===== config.mk =====
export PLATFORM = sky130hd
export DESIGN_NAME = ctrl_acesso_param
export DESIGN_NICKNAME = d
export VERILOG_FILES = /design/src/rtl/acess_pkg.sv /design/src/rtl/rom_senha.sv /design/src/rtl/ctrl_acesso_param.sv
export SDC_FILE = /design/constraint.sdc
export NUM_CORES = 1
export LEC_CHECK = 0
export BUFFER_PORTS_ARGS = -buffer_cell sky130_fd_sc_hd__buf_2
export CORE_UTILIZATION = 53
export CTS_CLUSTER_SIZE = 14
export DETAILED_ROUTE_END_ITERATION = 12
export PLACE_DENSITY = 0.75
export SLEW_MARGIN = 25
export SYNTH_ARGS = -nofsm -noshare
export SYNTH_HDL_FRONTEND = slang
export SYNTH_SLANG_ARGS = --single-unit
export TNS_END_PERCENT = 100

===== constraint.sdc =====
create_clock -name clk -period 2.48 [get_ports clk]
set_clock_uncertainty 0.15 [all_clocks]
set_input_delay 0.496 -clock clk [delete_from_list [all_inputs] [get_ports clk]]
set_output_delay 0.496 -clock clk [all_outputs]
set_load 0.005 [all_outputs]

===== src/rtl/acess_pkg.sv =====
// Shared definitions for the keypad access controller.
//
// Contents:
//   estado_e  - controller states (ENTRADA, VERIFICA, ABERTO, BLOQUEADO)
//   ESTADO_W  - width of the state encoding, used for the debug port
//   cnt_w()   - width of a counter that must hold 0..n-1 (never below 1),
//               used for the digit index and the lockout timer
package acess_pkg;

  typedef enum logic [1:0] {
    ENTRADA   = 2'd0,
    VERIFICA  = 2'd1,
    ABERTO    = 2'd2,
    BLOQUEADO = 2'd3
  } estado_e;

  localparam int ESTADO_W = 2;

  function automatic int cnt_w(input int n);
    return (n <= 2) ? 1 : $clog2(n);
  endfunction

endpackage


===== src/rtl/rom_senha.sv =====
// Stored-password ROM: synchronous single-port read, one cycle latency.
//
// Parameters:
//   DIGIT_W    - bits per stored digit
//   PASS_LEN   - number of stored digits
//   INIT_FILE  - name of the password image; an empty name means an
//                unprogrammed (all-zero) ROM
//   INIT_WORDS - password image baked in at elaboration, word 0 in the
//                least significant DIGIT_W bits (address 0 = first digit)
//
// Ports:
//   clk      - clock, read on rising edge
//   addr     - word address
//   data_out - registered word at addr, valid one cycle after addr
module rom_senha
  import acess_pkg::*;
#(
  parameter int                            DIGIT_W    = 4,
  parameter int                            PASS_LEN   = 4,
  parameter string                         INIT_FILE  = "senha.mem",
  parameter logic [DIGIT_W*PASS_LEN-1:0]   INIT_WORDS = '0
) (
  input  logic                        clk,
  input  logic [cnt_w(PASS_LEN)-1:0]  addr,
  output logic [DIGIT_W-1:0]          data_out
);

  localparam logic [DIGIT_W*PASS_LEN-1:0] ROM_IMG =
    (INIT_FILE == "") ? '0 : INIT_WORDS;

  logic [DIGIT_W-1:0] words [PASS_LEN];

  for (genvar g = 0; g < PASS_LEN; g++) begin : g_word
    assign words[g] = ROM_IMG[g*DIGIT_W +: DIGIT_W];
  end

  // Pure read path: no reset needed, the controller ignores data_out until
  // its rom_ok flag says the addressed word has arrived.
  always_ff @(posedge clk) begin
    data_out <= words[addr];
  end

endmodule


===== src/rtl/ctrl_acesso_param.sv =====
// Parametrised keypad access controller.
//
// Collects PASS_LEN digits, compares each one against the stored password
// as it arrives, and only after the full entry gives a verdict: open the
// door, or count a failed attempt. MAX_TENT consecutive failures lock the
// keypad for LOCK_CYC cycles. The door stays unlocked until fechou.
//
// Handshake: a digit transfers on a rising edge where digito_valido and
// pronto are both high. digito_valido while pronto is low is dropped, not
// held; the keypad side must re-present it.
//
// Ports:
//   clk, rst_n     - clock (rising edge), asynchronous active-low reset
//   digito_valido  - digit strobe
//   digito         - digit value, sampled with digito_valido
//   cancela        - abort the current entry (no attempt consumed)
//   fechou         - door-closed sensor
//   pronto         - ready for a digit
//   aberto         - door unlocked
//   erro           - one-cycle pulse on a failed attempt
//   bloqueado      - lockout active
//   tentativas     - consecutive failed attempts so far
//   estado_dbg     - current FSM state (debug)
module ctrl_acesso_param
  import acess_pkg::*;
#(
  parameter int                          DIGIT_W    = 4,
  parameter int                          PASS_LEN   = 4,
  parameter int                          MAX_TENT   = 3,
  parameter int                          LOCK_CYC   = 1024,
  parameter string                       INIT_FILE  = "senha.mem",
  parameter logic [DIGIT_W*PASS_LEN-1:0] INIT_WORDS = 16'h4321
) (
  input  logic                              clk,
  input  logic                              rst_n,
  input  logic                              digito_valido,
  input  logic [DIGIT_W-1:0]                digito,
  input  logic                              cancela,
  input  logic                              fechou,
  output logic                              pronto,
  output logic                              aberto,
  output logic                              erro,
  output logic                              bloqueado,
  output logic [$clog2(MAX_TENT+1)-1:0]     tentativas,
  output logic [ESTADO_W-1:0]               estado_dbg
);

  localparam int IDX_W  = cnt_w(PASS_LEN);
  localparam int TENT_W = $clog2(MAX_TENT + 1);
  localparam int TMR_W  = cnt_w(LOCK_CYC);

  localparam logic [IDX_W-1:0]  IDX_LAST = IDX_W'(PASS_LEN - 1);
  localparam logic [TENT_W-1:0] TENT_MAX = TENT_W'(MAX_TENT);
  localparam logic [TMR_W-1:0]  TMR_LOAD = TMR_W'(LOCK_CYC - 1);

  estado_e            state_q, state_d;
  logic [IDX_W-1:0]   idx_q, idx_d;
  logic               falha_q, falha_d;
  logic [TENT_W-1:0]  tent_q, tent_d;
  logic [TMR_W-1:0]   timer_q, timer_d;
  logic               rom_ok_q, rom_ok_d;
  logic               aberto_q, erro_q, bloq_q;
  logic               erro_d;
  logic               idx_load;
  logic [TENT_W-1:0]  tent_inc;
  logic [DIGIT_W-1:0] rom_data;

  rom_senha #(
    .DIGIT_W    (DIGIT_W),
    .PASS_LEN   (PASS_LEN),
    .INIT_FILE  (INIT_FILE),
    .INIT_WORDS (INIT_WORDS)
  ) u_rom (
    .clk      (clk),
    .addr     (idx_q),
    .data_out (rom_data)
  );

  // rom_ok tracks whether rom_data belongs to the current idx. Every idx
  // load (including reloading 0) invalidates it for one cycle, which is
  // what spaces accepted digits two cycles apart and delays pronto after
  // reset, cancel and every return to ENTRADA.
  assign pronto = (state_q == ENTRADA) && rom_ok_q;

  // Saturating increment; the lockout normally fires before saturation.
  assign tent_inc = (tent_q == TENT_MAX) ? tent_q : tent_q + TENT_W'(1);

  always_comb begin
    state_d  = state_q;
    idx_d    = idx_q;
    falha_d  = falha_q;
    tent_d   = tent_q;
    timer_d  = timer_q;
    erro_d   = 1'b0;
    idx_load = 1'b0;

    case (state_q)
      ENTRADA: begin
        if (cancela) begin
          // Cancel beats a simultaneous digit.
          idx_d    = '0;
          falha_d  = 1'b0;
          idx_load = 1'b1;
        end else if (digito_valido && pronto) begin
          // Mismatches are only accumulated; the verdict waits for the last
          // digit so the response time says nothing about where it failed.
          falha_d = falha_q | (digito != rom_data);
          if (idx_q == IDX_LAST) begin
            state_d = VERIFICA;
          end else begin
            idx_d    = idx_q + IDX_W'(1);
            idx_load = 1'b1;
          end
        end
      end

      VERIFICA: begin
        idx_d    = '0;
        falha_d  = 1'b0;
        idx_load = 1'b1;
        if (!falha_q) begin
          state_d = ABERTO;
          tent_d  = '0;
        end else begin
          erro_d = 1'b1;
          tent_d = tent_inc;
          if (tent_inc == TENT_MAX) begin
            state_d = BLOQUEADO;
            timer_d = TMR_LOAD;
          end else begin
            state_d = ENTRADA;
          end
        end
      end

      ABERTO: begin
        if (fechou) begin
          state_d  = ENTRADA;
          idx_d    = '0;
          idx_load = 1'b1;
        end
      end

      BLOQUEADO: begin
        // Loaded with LOCK_CYC-1 and left on reaching zero: LOCK_CYC
        // cycles in this state in total.
        if (timer_q == '0) begin
          state_d  = ENTRADA;
          tent_d   = '0;
          idx_d    = '0;
          idx_load = 1'b1;
        end else begin
          timer_d = timer_q - TMR_W'(1);
        end
      end

      default: begin
        state_d  = ENTRADA;
        idx_d    = '0;
        falha_d  = 1'b0;
        idx_load = 1'b1;
      end
    endcase

    rom_ok_d = !idx_load;
  end

  always_ff @(posedge clk or negedge rst_n) begin
    if (!rst_n) begin
      state_q  <= ENTRADA;
      idx_q    <= '0;
      falha_q  <= 1'b0;
      tent_q   <= '0;
      timer_q  <= '0;
      rom_ok_q <= 1'b0;
      aberto_q <= 1'b0;
      erro_q   <= 1'b0;
      bloq_q   <= 1'b0;
    end else begin
      state_q  <= state_d;
      idx_q    <= idx_d;
      falha_q  <= falha_d;
      tent_q   <= tent_d;
      timer_q  <= timer_d;
      rom_ok_q <= rom_ok_d;
      aberto_q <= (state_d == ABERTO);
      erro_q   <= erro_d;
      bloq_q   <= (state_d == BLOQUEADO);
    end
  end

  assign aberto     = aberto_q;
  assign erro       = erro_q;
  assign bloqueado  = bloq_q;
  assign tentativas = tent_q;
  assign estado_dbg = state_q;

endmodule

==> flow_summary_export.csv <==
group,metric,value,unit
status,status,"finished clean",
grt,grt_pass1_wl,3810,um
critical_path,required,2530,ps
synthesis,synthSimpleGateAreaFrac,0.237,
cts,post_cts_buffers,0,
synthesis,synth-edff-count,0,
timing,fmax,476,MHz
worst_hold_path,hold_class,"in -> reg",
cts,cts_buffer_depth,2,
die,start_util,0.581,
timing,rsz0062_at_grt,"no",
critical_path,worst_setup_path_start_kind,"flip-flop",
critical_path,worst_r2r_path_depth,3,
final_layout,post-route-util,0.653,
synthesis,yosys_warnings,0,
placement,dp_cells,160,
critical_path,crit_type,"reg -> reg",
job,max_cap_viol_count,0,
cts,root_buffer,"clkbuf_4",
critical_path,r2r_end,"timer_q[9]$_DFFE_PN0P_",
synthesis,syn_inst,119,
synthesis,synth_xor_area_frac,0.0369,
synthesis,synthTopCellsByArea,"dfrtp_1 (44%), ha_1 (5.3%), dfxtp_1 (5.1%), nor3_1 (3.4%), nand2_1 (2.8%)",
cts,cts_max_level,1,
worst_hold_path,whs_path_depth,3,
grt,grt_max_degree,22,
die,core-area,2040,um^2
final_layout,nNetsFinal,153,
synthesis,yosysSeqAreaShare,0.494,
pwr,p_per_area,525,nW/um^2
die,ios,17,
worst_hold_path,min_from,"digito_valido",
routing,vias,941,
synthesis,synth_area,1190,um^2
pwr,ir_drop,389,uV
critical_path,crit_path_max_fanout,6,
grt,track_usage,0.205,
grt,antenna_found_initial,0,
synthesis,synth-async-reset-ratio,0.875,
synthesis,yosys.cell_count.top_type,"dfrtp_1",
placement,gp_congestion,0.771,
synthesis,synth_top_area_frac,0.443,
synthesis,synth_seq_cells,24,
placement,dpl-instance-area,1300,um^2
synthesis,avgSynthCellArea,9.97,um^2
pwr,p_leak,0.673,nW
routing,ant_nets,0,
cts,cts_made_buffers,3,
critical_path,endpoint_kind,"flip-flop",
timing,slew_headroom,0.652,
grt,overflow,0,
critical_path,r2r-start,"timer_q[4]$_DFFE_PN0P_",
cts,path_clk_slew,130,ps
routing,wl,2250,um
cts,cts_resized,0,
routing,firstDrtPassIters,4,
synthesis,synth_common_cells,"dfrtp_1 (21), nand2_1 (9), nor3_1 (8), inv_1 (7), nor2_1 (7)",
cts,clock-sinks,24,
routing,avgViaCountPerCell,5.70,
placement,portBuffers,16,
synthesis,syn_nets,133,
final_layout,fin_area,1330,um^2
synthesis,yosysTopAreaCell,"dfrtp_1",
timing,fin_setup_tns,0,ps
timing,setup_viol,0,
final_layout,final-instance-count-excl-fill,165,
placement,dp_hpwl,1650,um
timing,post-route-min-period,2100,ps
synthesis,synth_fa_ha_area_frac,0.0527,
synthesis,synth_top_flop_cell,"dfrtp_1",
synthesis,synthDistinctLibCells,35,
synthesis,synth-compound-area-share,0.131,
grt,grt_pass1_vias,896,
synthesis,synthMuxAreaShare,0.0169,
die,fp.dieH,49.3,um
pwr,fin_total_pwr,0.700,mW
die,std_cell_rows,16,
die,die_w,49.3,um
final_layout,syn2layout_area_growth,12.3,%
timing,hold_viol,0,
critical_path,r2r_slack,380,ps
critical_path,cp.arrival,2160,ps
timing,slew_violations,0,
cts,cts_tree,"done",
die,dieArea,2430,um^2
final_layout,n_antenna_cell,0,
routing,drc,0,
synthesis,synth_top_family_by_area,"simple AND/OR/NAND/NOR gates",
routing,drtIter0Drc,19,
routing,wl_per_cell,13.7,um
worst_hold_path,min_to,"estado_dbg[0]$_DFF_PN0_",
final_layout,drive_gt1_frac,0.196,
cts,clk_latency,300,ps
timing,min_period_over_period,0.848,
timing,tightest_slew,517,ps
## report_power, final
part           switching (mW)  internal, mW
clock                   0.108        0.0625
combinational          0.0419        0.0430
sequential             0.0225         0.422
total                   0.172         0.527
## stage by stage
stage               hold slack, ps  setup WS [ps]
finish                         320            377
global route                   308            348
CTS                            306            380
detailed placement             317            399
global placement               320            425
floorplan                     50.4            450
## layout by cell type (no fill, tap or decap), drive strengths merged, types with 3 or more instances in the layout
cell type,count
o21ai,6
nor3b,3
ha,5
inv,7
clkbuf,4
nand3,3
nand2,9
buf,17
nor2,7
nor3,8
nor4,4
xor2,3
a21oi,5
dfrtp,21
nand2b,3
dfxtp,3
## flip-flops by register name (all words and copies together) (netlist names)
register,count
estado_dbg,2
rom_ok_q,1
idx_q,2
u_rom.data_out,3
erro,1
bloqueado,1
aberto,1
falha_q,1
tentativas,2
timer_q,10
## how the worst max path moves through the flow
stage	end	start	cells after the start
finish	timer_q[9]$_DFFE_PN0P_	timer_q[4]$_DFFE_PN0P_	3
global placement	timer_q[9]$_DFFE_PN0P_	timer_q[4]$_DFFE_PN0P_	3
CTS	timer_q[9]$_DFFE_PN0P_	timer_q[4]$_DFFE_PN0P_	3
global route	timer_q[9]$_DFFE_PN0P_	timer_q[4]$_DFFE_PN0P_	3
floorplan	timer_q[9]$_DFFE_PN0P_	timer_q[4]$_DFFE_PN0P_	3
detailed placement	timer_q[9]$_DFFE_PN0P_	timer_q[4]$_DFFE_PN0P_	3
## critical path: stages (launching register included)
cell     delay, ps
dfrtp_1        450
or4_4          580
or4_4          530
a211o_1        300
## cell type report
type	instances	area [um^2]
sequential	24	586
clock buffer	4	26.3
timing repair buffer	18	97.6
fill	162	709
multi-input combinational	85	563
inverter	7	26.3
tap	27	33.8
## routing by layer
| layer | share of wire | vias to the layer above | track usage |
|---|---|---|---|
| li1 | - | 468 | - |
| met3 | 0.022 | 0 | 0.0405 |
| met4 | 0 | 0 | 0.0588 |
| met5 | 0 | - | 0 |
| met1 | 0.49 | 456 | 0.264 |
| met2 | 0.49 | 17 | 0.345 |
## logic make-up after synthesis
group,Yosys count
xor gates and xnor gates,5
buffers and inverters,10
AOI/OAI and AO/OA,23
adders and majority gates,5
muxes,2
DFF,24
and+or+nand+nor,50
## repair_timing
action	4_1_cts	5_1_grt
endpoints found under the hold margin	21	0
hold buffers	1	0
setup endpoints to repair	0	0
Power figures use the tool's default switching activity.
